===== src/rtl/dmem_access_seq_pkg.sv =====
// Shared definitions for the data-memory access sequencer: access size codes,
// FSM state encoding and the word-crossing test.
package dmem_access_seq_pkg;

    localparam logic [1:0] SZ_B = 2'd0;
    localparam logic [1:0] SZ_H = 2'd1;
    localparam logic [1:0] SZ_W = 2'd2;

    typedef enum logic [3:0] {
        ST_IDLE,
        ST_RDA,
        ST_RDB,
        ST_CAPA,
        ST_CAPB,
        ST_WRA,
        ST_WRB,
        ST_RESP,
        ST_ERR
    } state_t;

    // True when the access touches bytes in two consecutive words.
    function automatic logic is_split(input logic [1:0] size, input logic [1:0] off);
        return ((size == SZ_H) && (off == 2'd3)) || ((size == SZ_W) && (off != 2'd0));
    endfunction

endpackage


===== src/rtl/dmem_access_seq_if.sv =====
// Bundles for the MEM-stage request/response side and the word-wide memory side.
interface dmem_req_if;
    logic        req_valid;
    logic        req_ready;
    logic        req_we;
    logic [1:0]  req_size;
    logic        req_unsigned;
    logic [31:0] req_addr;
    logic [31:0] req_wdata;
    logic        rsp_valid;
    logic [31:0] rsp_rdata;
    logic        rsp_err;

    modport master (
        output req_valid, req_we, req_size, req_unsigned, req_addr, req_wdata,
        input  req_ready, rsp_valid, rsp_rdata, rsp_err
    );

    modport slave (
        input  req_valid, req_we, req_size, req_unsigned, req_addr, req_wdata,
        output req_ready, rsp_valid, rsp_rdata, rsp_err
    );
endinterface

interface dmem_mem_if #(
    parameter int ADDR_W = 12
);
    logic [ADDR_W-1:0] mem_addr;
    logic              mem_re;
    logic [3:0]        mem_we;
    logic [31:0]       mem_wdata;
    logic [31:0]       mem_rdata;

    modport master (
        output mem_addr, mem_re, mem_we, mem_wdata,
        input  mem_rdata
    );

    modport slave (
        input  mem_addr, mem_re, mem_we, mem_wdata,
        output mem_rdata
    );
endinterface


===== src/rtl/dmem_access_seq_lane_align.sv =====
// Byte-lane alignment between a right-aligned CPU datum and a two-word window:
// load shift/extend and store mask/data shift. Purely combinational.
module dmem_lane_align
    import dmem_access_seq_pkg::*;
(
    input  logic [1:0]  off,
    input  logic [1:0]  size,
    input  logic        is_unsigned,
    input  logic [31:0] ld_lo,
    input  logic [31:0] ld_hi,
    output logic [31:0] ld_data,
    input  logic [31:0] st_data,
    output logic [7:0]  st_mask,
    output logic [63:0] st_lanes
);

    logic [63:0] ld_cat;
    logic [31:0] ld_word;
    logic        ext_b;
    logic        ext_h;

    always_comb begin
        ld_cat  = {ld_hi, ld_lo};
        ld_word = 32'(ld_cat >> {off, 3'b000});
        ext_b   = ~is_unsigned & ld_word[7];
        ext_h   = ~is_unsigned & ld_word[15];

        case (size)
            SZ_B:    ld_data = {{24{ext_b}}, ld_word[7:0]};
            SZ_H:    ld_data = {{16{ext_h}}, ld_word[15:0]};
            default: ld_data = ld_word;
        endcase
    end

    always_comb begin
        case (size)
            SZ_B:    st_mask = 8'h01 << off;
            SZ_H:    st_mask = 8'h03 << off;
            default: st_mask = 8'h0F << off;
        endcase
        st_lanes = {32'b0, st_data} << {off, 3'b000};
    end

endmodule


===== src/rtl/dmem_access_seq.sv =====
// MEM-stage load/store sequencer for a word-wide synchronous data memory; splits
// word-crossing accesses into two word accesses.
//
// state   | meaning
// --------+------------------------------------------------------------
// IDLE    | ready for a request
// RDA     | read strobe to word A
// RDB     | capture word A (lo); read strobe to word B
// CAPA    | capture word A; assemble load result
// CAPB    | capture word B (hi); assemble load result
// WRA     | write lanes of word A
// WRB     | write lanes of word B
// RESP    | one-cycle completion pulse
// ERR     | one-cycle completion pulse with rsp_err
module dmem_access_seq
    import dmem_access_seq_pkg::*;
#(
    parameter int ADDR_W      = 12,
    parameter bit MISALIGN_EN = 1'b1
) (
    input  logic       clk,
    input  logic       rst_n,
    dmem_req_if.slave  req,
    dmem_mem_if.master mem
);

    state_t state_q, state_d;

    logic [ADDR_W+1:0] addr_q, addr_d;
    logic [1:0]        size_q, size_d;
    logic              uns_q, uns_d;
    logic              we_q, we_d;
    logic [31:0]       wdata_q, wdata_d;
    logic [31:0]       lo_q, lo_d;

    logic              rsp_valid_q, rsp_valid_d;
    logic              rsp_err_q, rsp_err_d;
    logic [31:0]       rsp_rdata_q, rsp_rdata_d;
    logic              mem_re_q, mem_re_d;
    logic [3:0]        mem_we_q, mem_we_d;
    logic [ADDR_W-1:0] mem_addr_q, mem_addr_d;
    logic [31:0]       mem_wdata_q, mem_wdata_d;

    logic              accept;
    logic              cur_idle;
    logic [ADDR_W+1:0] cur_addr;
    logic [1:0]        cur_size;
    logic              cur_uns;
    logic              cur_we;
    logic [31:0]       cur_wdata;
    logic [1:0]        cur_off;
    logic [ADDR_W-1:0] w_a;
    logic [ADDR_W-1:0] w_b;
    logic              cur_split;
    logic              cur_bad;

    logic [31:0]       ld_lo;
    logic [31:0]       ld_hi;
    logic [31:0]       ld_data;
    logic [7:0]        st_mask;
    logic [63:0]       st_lanes;

    assign req.req_ready = rst_n && (state_q == ST_IDLE);
    assign accept        = req.req_valid && req.req_ready;

    // In IDLE the outputs for the first access cycle are computed straight from
    // the request, since the latched copy only appears one edge later.
    always_comb begin
        cur_idle  = (state_q == ST_IDLE);
        cur_addr  = cur_idle ? req.req_addr[ADDR_W+1:0] : addr_q;
        cur_size  = cur_idle ? req.req_size             : size_q;
        cur_uns   = cur_idle ? req.req_unsigned         : uns_q;
        cur_we    = cur_idle ? req.req_we               : we_q;
        cur_wdata = cur_idle ? req.req_wdata            : wdata_q;
        cur_off   = cur_addr[1:0];
        w_a       = cur_addr[ADDR_W+1:2];
        w_b       = w_a + ADDR_W'(1);
        cur_split = is_split(cur_size, cur_off);
        cur_bad   = (cur_size == 2'd3) || (cur_split && !MISALIGN_EN);
    end

    always_comb begin
        ld_lo = (state_q == ST_CAPB) ? lo_q : mem.mem_rdata;
        ld_hi = (state_q == ST_CAPB) ? mem.mem_rdata : 32'b0;
    end

    dmem_lane_align u_align (
        .off         (cur_off),
        .size        (cur_size),
        .is_unsigned (cur_uns),
        .ld_lo       (ld_lo),
        .ld_hi       (ld_hi),
        .ld_data     (ld_data),
        .st_data     (cur_wdata),
        .st_mask     (st_mask),
        .st_lanes    (st_lanes)
    );

    always_comb begin
        state_d = state_q;
        addr_d  = addr_q;
        size_d  = size_q;
        uns_d   = uns_q;
        we_d    = we_q;
        wdata_d = wdata_q;
        lo_d    = lo_q;

        case (state_q)
            ST_IDLE: begin
                if (accept) begin
                    addr_d  = cur_addr;
                    size_d  = cur_size;
                    uns_d   = cur_uns;
                    we_d    = cur_we;
                    wdata_d = cur_wdata;
                    if (cur_bad)     state_d = ST_ERR;
                    else if (cur_we) state_d = ST_WRA;
                    else             state_d = ST_RDA;
                end
            end
            ST_RDA:  state_d = cur_split ? ST_RDB : ST_CAPA;
            ST_RDB: begin
                lo_d    = mem.mem_rdata;
                state_d = ST_CAPB;
            end
            ST_CAPA, ST_CAPB: state_d = ST_RESP;
            ST_WRA:  state_d = cur_split ? ST_WRB : ST_RESP;
            ST_WRB:  state_d = ST_RESP;
            ST_RESP, ST_ERR: state_d = ST_IDLE;
            default: state_d = ST_IDLE;
        endcase
    end

    // Outputs are registered, so they are decoded from the state being entered.
    always_comb begin
        mem_re_d    = 1'b0;
        mem_we_d    = 4'b0;
        mem_addr_d  = '0;
        mem_wdata_d = 32'b0;
        rsp_valid_d = 1'b0;
        rsp_err_d   = 1'b0;
        rsp_rdata_d = 32'b0;

        case (state_d)
            ST_RDA: begin
                mem_re_d   = 1'b1;
                mem_addr_d = w_a;
            end
            ST_RDB: begin
                mem_re_d   = 1'b1;
                mem_addr_d = w_b;
            end
            ST_WRA: begin
                mem_addr_d  = w_a;
                mem_we_d    = st_mask[3:0];
                mem_wdata_d = st_lanes[31:0];
            end
            ST_WRB: begin
                mem_addr_d  = w_b;
                mem_we_d    = st_mask[7:4];
                mem_wdata_d = st_lanes[63:32];
            end
            ST_RESP: begin
                rsp_valid_d = 1'b1;
                if ((state_q == ST_CAPA) || (state_q == ST_CAPB)) rsp_rdata_d = ld_data;
            end
            ST_ERR: begin
                rsp_valid_d = 1'b1;
                rsp_err_d   = 1'b1;
            end
            default: ;
        endcase
    end

    always_ff @(posedge clk or negedge rst_n) begin
        if (!rst_n) begin
            state_q     <= ST_IDLE;
            addr_q      <= '0;
            size_q      <= 2'b0;
            uns_q       <= 1'b0;
            we_q        <= 1'b0;
            wdata_q     <= 32'b0;
            lo_q        <= 32'b0;
            rsp_valid_q <= 1'b0;
            rsp_err_q   <= 1'b0;
            rsp_rdata_q <= 32'b0;
            mem_re_q    <= 1'b0;
            mem_we_q    <= 4'b0;
            mem_addr_q  <= '0;
            mem_wdata_q <= 32'b0;
        end else begin
            state_q     <= state_d;
            addr_q      <= addr_d;
            size_q      <= size_d;
            uns_q       <= uns_d;
            we_q        <= we_d;
            wdata_q     <= wdata_d;
            lo_q        <= lo_d;
            rsp_valid_q <= rsp_valid_d;
            rsp_err_q   <= rsp_err_d;
            rsp_rdata_q <= rsp_rdata_d;
            mem_re_q    <= mem_re_d;
            mem_we_q    <= mem_we_d;
            mem_addr_q  <= mem_addr_d;
            mem_wdata_q <= mem_wdata_d;
        end
    end

    assign req.rsp_valid = rsp_valid_q;
    assign req.rsp_err   = rsp_err_q;
    assign req.rsp_rdata = rsp_rdata_q;
    assign mem.mem_re    = mem_re_q;
    assign mem.mem_we    = mem_we_q;
    assign mem.mem_addr  = mem_addr_q;
    assign mem.mem_wdata = mem_wdata_q;

endmodule

===== src/flat_wrapper.sv =====
// flat-port wrapper written by rule: the top's interface ports become plain ports
module dmem_access_seq_flat import dmem_access_seq_pkg::*;
#(
    parameter int ADDR_W      = 12,
    parameter bit MISALIGN_EN = 1'b1
)
  (clk, rst_n, req_req_valid, req_req_we, req_req_size, req_req_unsigned, req_req_addr, req_req_wdata, req_req_ready, req_rsp_valid, req_rsp_rdata, req_rsp_err, mem_mem_addr, mem_mem_re, mem_mem_we, mem_mem_wdata, mem_mem_rdata);
  dmem_req_if req_i ();
  dmem_mem_if #(.ADDR_W(ADDR_W)) mem_i ();
  input  logic clk;
  input  logic rst_n;
  input wire logic [$bits(req_i.req_valid)-1:0] req_req_valid;
  input wire logic [$bits(req_i.req_we)-1:0] req_req_we;
  input wire logic [$bits(req_i.req_size)-1:0] req_req_size;
  input wire logic [$bits(req_i.req_unsigned)-1:0] req_req_unsigned;
  input wire logic [$bits(req_i.req_addr)-1:0] req_req_addr;
  input wire logic [$bits(req_i.req_wdata)-1:0] req_req_wdata;
  output wire logic [$bits(req_i.req_ready)-1:0] req_req_ready;
  output wire logic [$bits(req_i.rsp_valid)-1:0] req_rsp_valid;
  output wire logic [$bits(req_i.rsp_rdata)-1:0] req_rsp_rdata;
  output wire logic [$bits(req_i.rsp_err)-1:0] req_rsp_err;
  output wire logic [$bits(mem_i.mem_addr)-1:0] mem_mem_addr;
  output wire logic [$bits(mem_i.mem_re)-1:0] mem_mem_re;
  output wire logic [$bits(mem_i.mem_we)-1:0] mem_mem_we;
  output wire logic [$bits(mem_i.mem_wdata)-1:0] mem_mem_wdata;
  input wire logic [$bits(mem_i.mem_rdata)-1:0] mem_mem_rdata;
  assign req_i.req_valid = req_req_valid;
  assign req_i.req_we = req_req_we;
  assign req_i.req_size = req_req_size;
  assign req_i.req_unsigned = req_req_unsigned;
  assign req_i.req_addr = req_req_addr;
  assign req_i.req_wdata = req_req_wdata;
  assign req_req_ready = req_i.req_ready;
  assign req_rsp_valid = req_i.rsp_valid;
  assign req_rsp_rdata = req_i.rsp_rdata;
  assign req_rsp_err = req_i.rsp_err;
  assign mem_mem_addr = mem_i.mem_addr;
  assign mem_mem_re = mem_i.mem_re;
  assign mem_mem_we = mem_i.mem_we;
  assign mem_mem_wdata = mem_i.mem_wdata;
  assign mem_i.mem_rdata = mem_mem_rdata;
  dmem_access_seq #(.ADDR_W(ADDR_W), .MISALIGN_EN(MISALIGN_EN)) u_core (.clk(clk), .rst_n(rst_n), .req(req_i), .mem(mem_i));
endmodule

===== config.mk =====
export PLATFORM = sky130hd
export DESIGN_NAME = dmem_access_seq_flat
export DESIGN_NICKNAME = d
export VERILOG_FILES = /design/src/rtl/dmem_access_seq_pkg.sv /design/src/rtl/dmem_access_seq_if.sv /design/src/rtl/dmem_access_seq_lane_align.sv /design/src/rtl/dmem_access_seq.sv /design/src/flat_wrapper.sv
export SDC_FILE = /design/constraint.sdc
export NUM_CORES = 1
export LEC_CHECK = 0
export ABC_AREA = 1
export CAP_MARGIN = 20
export CORE_MARGIN = 10
export CORE_UTILIZATION = 24
export CTS_BUF_LIST = sky130_fd_sc_hd__clkbuf_16
export DETAILED_ROUTE_END_ITERATION = 16
export DONT_BUFFER_PORTS = 1
export PLACE_DENSITY_LB_ADDON = 0.15
export SETUP_SLACK_MARGIN = 0.05
export SLEW_MARGIN = 10
export SYNTH_ARGS = -nofsm -noshare
export SYNTH_HDL_FRONTEND = slang
export SYNTH_SLANG_ARGS = --single-unit

===== constraint.sdc =====
create_clock -name clk -period 3 [get_ports clk]
set_input_delay 0.6 -clock clk [delete_from_list [all_inputs] [get_ports clk]]
set_output_delay 0.6 -clock clk [all_outputs]
set_load 0.05 [all_outputs]

==> results of run 1 <==
cells in the mapped netlist (4+ instances only):
library cell and count:
sky130_fd_sc_hd__nor2_4 4, sky130_fd_sc_hd__mux2i_1 8, sky130_fd_sc_hd__nor2_1 66, sky130_fd_sc_hd__inv_2 5
sky130_fd_sc_hd__buf_2 14, sky130_fd_sc_hd__o211ai_1 18, sky130_fd_sc_hd__o22ai_1 8, sky130_fd_sc_hd__a22oi_1 15
sky130_fd_sc_hd__nand2_1 339, sky130_fd_sc_hd__xor2_1 5, sky130_fd_sc_hd__nand2_2 4, sky130_fd_sc_hd__nand3_1 69
sky130_fd_sc_hd__a21oi_1 52, sky130_fd_sc_hd__inv_1 132, sky130_fd_sc_hd__dfrtp_1 169, sky130_fd_sc_hd__o21ai_1 16
sky130_fd_sc_hd__buf_4 4, sky130_fd_sc_hd__a211oi_1 8, sky130_fd_sc_hd__o21ai_0 174, sky130_fd_sc_hd__buf_1 5
sky130_fd_sc_hd__clkbuf_1 49
final timing paths:
path | to | slack [ns] | cells past startpoint
worst min-delay path | u_core.addr_q[10] | -0.15 | 0
worst max register to register | u_core.mem.mem_wdata[21] | 0.32 | 12
worst max-delay path | u_core.mem.mem_wdata[21] | 0.32 | 12
min in group clk | u_core.lo_q[21] | 0.31 | 2
worst min register to register | u_core.lo_q[15] | 0.48 | 2
max in group asynchronous | u_core.mem.mem_wdata[8] | 2.69 | 0
cell type report:
type	count	area, µm²
Tap cell	468	585.6
Multi-Input combinational cell	816	3908
Clock buffer	17	425.4
Sequential cell	169	4229
Timing Repair Buffer	38	310.3
Fill cell	3973	26570
Inverter	137	514.2
Clock inverter	14	150.1
Antenna cell	3	7.507
power by group:
| part | internal, W | switching (W) | total (W) |
|---|---|---|---|
| sequential | 0.00310 | 0.00132 | 0.00442 |
| combinational | 0.00186 | 0.00421 | 0.00606 |
| clock | 0.00123 | 0.000998 | 0.00223 |
sequential cells by signal, indices dropped and copies added, names as in the netlist, 2 cells and up:
register              flops
u_core.addr_q            14
u_core.lo_q              32
u_core.mem.mem_addr      12
u_core.mem.mem_wdata     32
u_core.mem.mem_we         4
u_core.req.rsp_rdata     32
u_core.size_q             2
u_core.state_q            4
u_core.wdata_q           32
worst max-delay path: stages (launching register included):
cell,delay (ns)
sky130_fd_sc_hd__dfrtp_1,0.47
sky130_fd_sc_hd__nor2_4,0.27
sky130_fd_sc_hd__nand2_4,0.17
sky130_fd_sc_hd__nand2_1,0.09
sky130_fd_sc_hd__nand2_1,0.09
sky130_fd_sc_hd__nand2_1,0.20
sky130_fd_sc_hd__nand2_2,0.19
sky130_fd_sc_hd__nor2_8,0.26
sky130_fd_sc_hd__inv_2,0.21
sky130_fd_sc_hd__nor2_4,0.20
sky130_fd_sc_hd__inv_2,0.14
sky130_fd_sc_hd__or2_0,0.22
sky130_fd_sc_hd__nand3_1,0.10
cells by family after synthesis:
family / count (synthesis) / synth area share [%]
buffers and inverters: 209 / 9.151
AND/OR/NAND/NOR: 502 / 23.60
multiplexers: 8 / 0.8969
adder cells (fa/ha/maj): 1 / 0.1401
flip-flops: 169 / 47.37
AO/OA/AOI/OAI: 300 / 18.36
XOR/XNOR: 5 / 0.4904
metrics by stage:
stage	hold slack [ns]	std cells
final	-0.1498	1662
after global routing	-0.1865	1660
after CTS	-0.1831	1654
after detailed placement	0.3112	1623
after global placement	0.3121	1623
after floorplan	0.3044	1194
what timing repair did:
action / CTS / global route
setup buffers: 0 / 4
gates resized for setup: 0 / 0
endpoints found under the hold margin: 169 / 169
setup endpoints to repair: 0 / 4
routing by layer:
metal | global-route usage (%) | vias to the layer above
met4 | 4.259 | 2
li1 | - | 3841
met5 | 0 | -
met2 | 19.33 | 168
met3 | 4.560 | 21
met1 | 20.13 | 3535
cell usage in the layout, fill, tap and decap left out, types with 4 or more instances in the layout:
master	synthesis	layout
sky130_fd_sc_hd__nand2_1	339	338
sky130_fd_sc_hd__inv_2	5	6
sky130_fd_sc_hd__buf_4	4	36
sky130_fd_sc_hd__o211ai_1	18	18
sky130_fd_sc_hd__inv_1	132	132
sky130_fd_sc_hd__a21oi_1	52	52
sky130_fd_sc_hd__nor2_4	4	4
sky130_fd_sc_hd__a22oi_1	15	15
sky130_fd_sc_hd__o21ai_0	174	174
sky130_fd_sc_hd__nand2_2	4	4
sky130_fd_sc_hd__nor2_1	66	66
sky130_fd_sc_hd__xor2_1	5	5
sky130_fd_sc_hd__o21ai_1	16	16
sky130_fd_sc_hd__o22ai_1	8	8
sky130_fd_sc_hd__clkbuf_16	0	17
sky130_fd_sc_hd__nand3_1	69	68
sky130_fd_sc_hd__a211oi_1	8	8
sky130_fd_sc_hd__mux2i_1	8	8
sky130_fd_sc_hd__dfrtp_1	169	169
==> results.md, run 1 <==
- From left edge to right edge, the die measures 212.9 µm.
- The startpoint identified for the worst register-to-register timing path is u_core.state_q[0].
- The count of final setup violators is 0.
- In this run, synthesis produced a sequential element count of 169.
- From synthesis to final layout, the design area changed by 13.45%.
- The detailed router placed 7567 vias in this run.
- Cells fill 27.60% of the core in the end.
- In this run the tool buffered the top-level ports with 0 buffer cells.
- The final reports fail on hold timing.
- The routability-driven placement congestion ratio is 0.7956.
- In the detailed route, the total length drawn on met3 is 2.190 mm.
- The summed area of non-filler cells in the final layout is 10130 µm².
- Summing the sequential cell areas from Yosys gives 47.37% of the chip area.
- The final count of pins violating max slew is 0.
- The category of the worst setup path capture point is a flip-flop.
- The number of nets in the synthesized netlist is 1298.
- In the final layout, the share of cells above drive strength 1 is 7.725%.
- The overall power consumption is 0.01271 W.
- Of all flip-flops after synthesis, the portion carrying an async set or reset was 100.0%.
- The number of DRC violations after detailed-routing iteration 0 is 472.
- IR analysis of the VDD net gives a maximum drop of 732.1 µV.
- For this block, wires on met1 add up to 15.87 mm.
- The category of the critical setup timing path is flip-flop to flip-flop.
- The height of the die is 212.9 µm.
- The time the worst path needs with I/O delays and setup is 2.681 ns.
- At the end of the flow, the number of nets in the layout was 1283.
- Synthesis handed over a netlist of 1194 instances.
- The highest metal layer with signal wires is met5.
- After detailed routing, the total wire length is 31.34 mm.
- The deepest level of the CTS H-tree is 4.
- The clock sink total is 169.
- TritonCTS built the clock tree.
- The analysis attributes to cell leakage a power of 4.975 nW.
- Clock-pin slew was measured on the worst setup and hold paths at 0.07 ns.
- The cell type with the highest aggregate area in the netlist is sky130_fd_sc_hd__dfrtp_1.
- The clock reaches the later pin of the worst-skew pair after 0.44 ns.
- Dividing the synthesized area by the synthesized cell count gives 7.478 µm².
- The relative slew slack is 54.60%.
- The netlist uses 36 different library cells.
- The core box area is 36700 µm².
- Sorting the synthesized cells by area gives the leading types as sky130_fd_sc_hd__dfrtp_1 (47%), sky130_fd_sc_hd__nand2_1 (14%), sky130_fd_sc_hd__o21ai_0 (9.8%), sky130_fd_sc_hd__inv_1 (5.5%), sky130_fd_sc_hd__nand3_1 (3.9%).
- Setup total negative slack on the finished layout was measured at 0 ns.
- Once detailed placement completed, the half-perimeter wirelength came to 22.86 mm.
- The top achievable clock speed is 0.3730 GHz.
- The setup slack after placement is 0.2172 ns.
- Among all flip-flop cells after synthesis, the most frequent one is sky130_fd_sc_hd__dfrtp_1.
- The total overflow left after global routing is 0.
- The share of the cycle needed by the critical path after routing is 89.37%.
- Power spread over the standard cell area amounts to 1255 nW/µm².
- The transition at the pin with the smallest max-transition slack is 0.6810 ns.
- The worst setup path is launched from a flip-flop.
- Data on the critical path arrives at its endpoint at 3.06 ns.
- The number of global-route vias before repair is 7272.
- The flow ran to the end, but the final reports show violations.
- After detailed routing, the average wire length per cell comes to 18.86 µm.
- The final hold slack is -0.1498 ns.
- After detailed routing, the number of remaining DRC violations is 0.
- The first global-routing pass estimated 47.69 mm of wire.
- The number of antenna violations at the first check in global routing is 5.
- Dividing the detail-routed via count by the number of cells gives 4.553.
- The worst hold path belongs to the class input port to asynchronous set/reset pin.
- Across every metal layer, demand over resource in global routing totals 14.03%.
- Summing all placed instances gives a cell area of 9497 µm².
- The required time at the endpoint of the critical path is 3.38 ns.
- The I/O pin total is 187.
- The final hold violation count came to 169.
- The longest clock path from root to sink contains 2 buffers.
- The pin count of the biggest net entering global routing is 171.
- The floorplan die area is 45320 µm².
- The warning count from the yosys run is 0.
- Of all nets on the critical path, the largest fanout is 12.
- The detail route stage leaves a number of antenna-violating nets equal to 0.
- Across the run, the number of max-cap violations was 0.
- The CTS root buffer is sky130_fd_sc_hd__clkbuf_16.
- In this run, CTS created clock tree buffers numbering 17.
- The number of synthesized flops with an enable pin is 0.
- The launch point of the critical path is u_core.state_q[0].
- The first detailed-routing pass ran for 4 iterations.
- The starting density of the core is 24.33%.
- The initialized floorplan defines 70 standard-cell rows.
- The synthesized netlist occupies a cell area of 8929 µm².
- The proportion of netlist area held by the largest area contributor is 47.37%.
- Across all setup checks in the final design, the least slack found is 0.3190 ns.
- The clock arrives with 0.01005 ns of skew.
- Setup repair after global routing left no endpoint under its margin.
- Wire segments on met2 add up to 12.86 mm in the final route.
Power figures use the tool's default switching activity.
==> run 2, diff against run 1 <==
==> constraint.sdc (replaced) <==
create_clock -name clk -period 3 [get_ports clk]
set_input_delay 0.45 -clock clk [delete_from_list [all_inputs] [get_ports clk]]
set_output_delay 0.45 -clock clk [all_outputs]
set_load 0.05 [all_outputs]
==> run 2 against run 1 <==
Effect of this change:
- die area unchanged
- worst setup slack worse by 0.036 ns
- power up 0.66%
- clock power up 4%
- hold slack worse by 0.15 ns
- utilization grew 0.058 points
- combinational power about the same
- highest routed layer is now met4
- via count is 0.45% higher
- maximum frequency decreased by 1.3%
- first-iteration DRC count rose by 28%
- global-route usage shrank 0.13 points
- the run still ends with hold timing left
- largest cell class unchanged
- final cell count unchanged
==> results.md, run 2 (synthesis gave the netlist of run 1 again) <==
- The routability-driven placement congestion ratio is 0.8007 (+0.64%).
- The worst setup path is of the flip-flop to flip-flop kind.
- The time the worst path needs with I/O delays and setup was 2.717 ns (+0.03600 ns).
- The maximum VDD drop is 821.5 µV (+12%).
- The CTS root buffer is sky130_fd_sc_hd__clkbuf_16.
- The top achievable clock speed came to 0.3681 GHz (-1.3%).
- Setup repair after global routing left no endpoint under its margin.
- The final count of pins violating max slew is 0 (unchanged).
- The number of clock buffers inserted by TritonCTS came to 17 (unchanged).
- The area growth from synthesis to layout is 13.69%.
- The height of the die is 212.9 µm (unchanged).
- The starting density of the core was 24.33% (unchanged).
- The max capacitance violation total came to 0 (unchanged).
- The number of antenna violations at the first check in global routing was 4 (-1).
- The aggregate global routing overflow is 0 (unchanged).
- The clock sink total is 169 (unchanged).
- The top cell types in the final layout, fill and taps aside, are sky130_fd_sc_hd__nand2_1 (338), sky130_fd_sc_hd__o21ai_0 (174), sky130_fd_sc_hd__dfrtp_1 (169).
- The flow ran to the end, but the final reports show violations.
- The deepest level of the CTS H-tree is 4 (unchanged).
- TritonCTS built the clock tree.
- The share of the cycle needed by the critical path after routing was 90.57% (+1.2 points).
- STA classifies the critical path startpoint as a flip-flop.
- The number of DRC violations after detailed-routing iteration 0 is 605 (+28%).
- The pin count of the biggest net entering global routing is 171 (unchanged).
- The power per unit of standard cell area is 1261 nW/µm² (+0.45%).
- The final layout net count is 1282 (-0.078%).
- The largest individual stage delay along the critical path comes from the cell sky130_fd_sc_hd__dfrtp_1.
- The worst min-delay path class is input port to asynchronous set/reset pin.
- Traced cell by cell, the critical path runs through nor2_4 > nand2_4 > nand2_1 > nand2_1 > nand2_1 > nand2_2 > nor2_8 > inv_2 > nor2_4 > inv_2 > or2_0 > nand3_1.
- The number of global-route vias before repair is 7203 (-0.95%).
- The maximum root-to-sink buffer count was 2 (unchanged).
- The category of the worst setup path capture point is a flip-flop.
- The share of final-layout standard cells stronger than drive strength 1 is 7.725% (unchanged).
- The site row count came to 70 (unchanged).
- The vias per cell was 4.573 (+0.45%).
- The routed length per placed instance is 18.84 µm (-0.11%).
- The cell that appears most often on the critical path is sky130_fd_sc_hd__nand2_1.
- The number of nets still failing antenna checks after routing is 0 (unchanged).
- The clock latency reported for the late side of the worst-skew pair came to 0.44 ns (about the same).
- The post-route worst setup slack came to 0.2830 ns (-0.03600 ns).
- The number of cells after detailed placement is 1620 (-0.18%).
- The largest fanout of any net on the critical path is 12 (unchanged).
- The sum of negative setup slack is 0 ns (unchanged).
- The final hold slack was -0.2986 ns (-0.1488 ns).
- The count of final setup violators is 0 (unchanged).
- The core box area was 36700 µm² (unchanged).
- The clock-pin slew on the worst setup and hold paths is 0.07 ns (about the same).
- The number of buffers inserted by port buffering is 0 (unchanged).
- The maximum single-stage delay on the critical path was 0.47 ns (about the same).
- The vias after detailed routing is 7601 (+0.45%).
- The floorplan die area is 45320 µm² (unchanged).
- The post-route clock skew came to 0.01057 ns (+0.0005196 ns).
- The count of unresolved DRC violations after routing is 0 (unchanged).
- The cell leakage power is 4.982 nW (+0.14%).
- The final standard cell count with taps included and fillers excluded is 1662 (unchanged).
- The relative slew slack is 54.31% (-0.30 points).
- The final reports fail on hold timing.
- The summed area of non-filler cells in the final layout is 10150 µm² (+0.21%).
- The first-pass detailed-route iteration total is 5 (+1).
- The die width came to 212.9 µm (unchanged).
- The most common library cell in the layout ignoring fill and taps is sky130_fd_sc_hd__nand2_1.
- The final routed wirelength across all metal layers was 31.31 mm (-0.11%).
- The HPWL after detailed placement is 22.63 mm (-1.0%).
- The required time at the endpoint of the critical path is 3.37 ns (about the same).
- The I/O pin total is 187 (unchanged).
- The transition at the pin with the smallest max-transition slack is 0.6854 ns (+0.004440 ns).
- The setup slack after placement came to 0.2241 ns (+0.006841 ns).
- The global-route wire length before repair is 47.38 mm (-0.65%).
- The number of gates resized after cts is 0 (unchanged).
- The placed instance area is 9474 µm² (-0.24%).
- The global routing usage summed across all routing layers is 13.90% (-0.13 points).
- The register-to-register path setup slack is 0.28 ns (-0.04 ns).
- The arrival time reported for the critical path endpoint was 3.09 ns (+0.03 ns).
- The final hold violation count is 169 (unchanged).
==> run 2: cell types whose count changed in the layout (fill, tap and decap cells not counted), moves of 2 or more <==
cell,previous run,this run
sky130_fd_sc_hd__inv_6,3,1
sky130_fd_sc_hd__inv_1,132,134
sky130_fd_sc_hd__clkinv_4,3,1
sky130_fd_sc_hd__clkinv_1,2,0
sky130_fd_sc_hd__clkinvlp_4,2,5
==> run 2: what timing repair did <==
item,in CTS,in global routing
endpoints found under the setup margin,0,8
hold endpoints to repair,169,169
buffers inserted,0,6
==> run 2: where the power goes <==
group | switching [W] | total, W | internal (W)
clock network | 0.000999 | 0.00231 | 0.00131
registers | 0.00130 | 0.00441 | 0.00310
logic | 0.00422 | 0.00607 | 0.00186
==> run 2: per-stage QoR <==
stage,util [%],total power [W]
3_3_place_gp,25.82,0.01039
2_1_floorplan,-,0.008674
4_1_cts,27.46,0.01284
3_5_place_dp,25.82,0.01044
5_1_grt,27.65,0.01399
6_report,27.66,0.01280
==> run 2: final cells by class <==
class / count / area (µm²)
sequential: 169 / 4229
fill: 3959 / 26550
inverter: 137 / 514.2
timing repair buffer: 37 / 302.8
clock buffer: 17 / 425.4
tap: 468 / 585.6
antenna: 3 / 7.507
clock inverter: 15 / 178.9
multi-input combinational: 816 / 3908
==> run 2: final timing paths <==
path	startpoint	endpoint	depth (start not counted)
setup / recovery	u_core.state_q[0]	u_core.mem.mem_wdata[21]	12
hold reg to reg	u_core.lo_q[15]	u_core.lo_q[15]	2
hold / removal	rst_n	u_core.addr_q[8]	0
setup reg to reg	u_core.state_q[0]	u_core.mem.mem_wdata[21]	12
max in group asynchronous	rst_n	u_core.req.rsp_rdata[25]	0
min in group clk	mem_mem_rdata[22]	u_core.lo_q[22]	2
==> run 2: routing by layer <==
layer / vias up / GRT usage (%) / share of wire (%)
met5: - / 0 / 0
met4: 0 / 3.988 / 1.1
met3: 21 / 4.633 / 8.0
met2: 228 / 19.28 / 42
met1: 3507 / 19.84 / 49
li1: 3845 / - / -
==> run 2: critical path, delay by kind of cell (launching register included) <==
kind,cells,cell delay (ns)
buffers and inverters,2,0.35
flip-flops,1,0.47
AND/OR/NAND/NOR,10,1.81
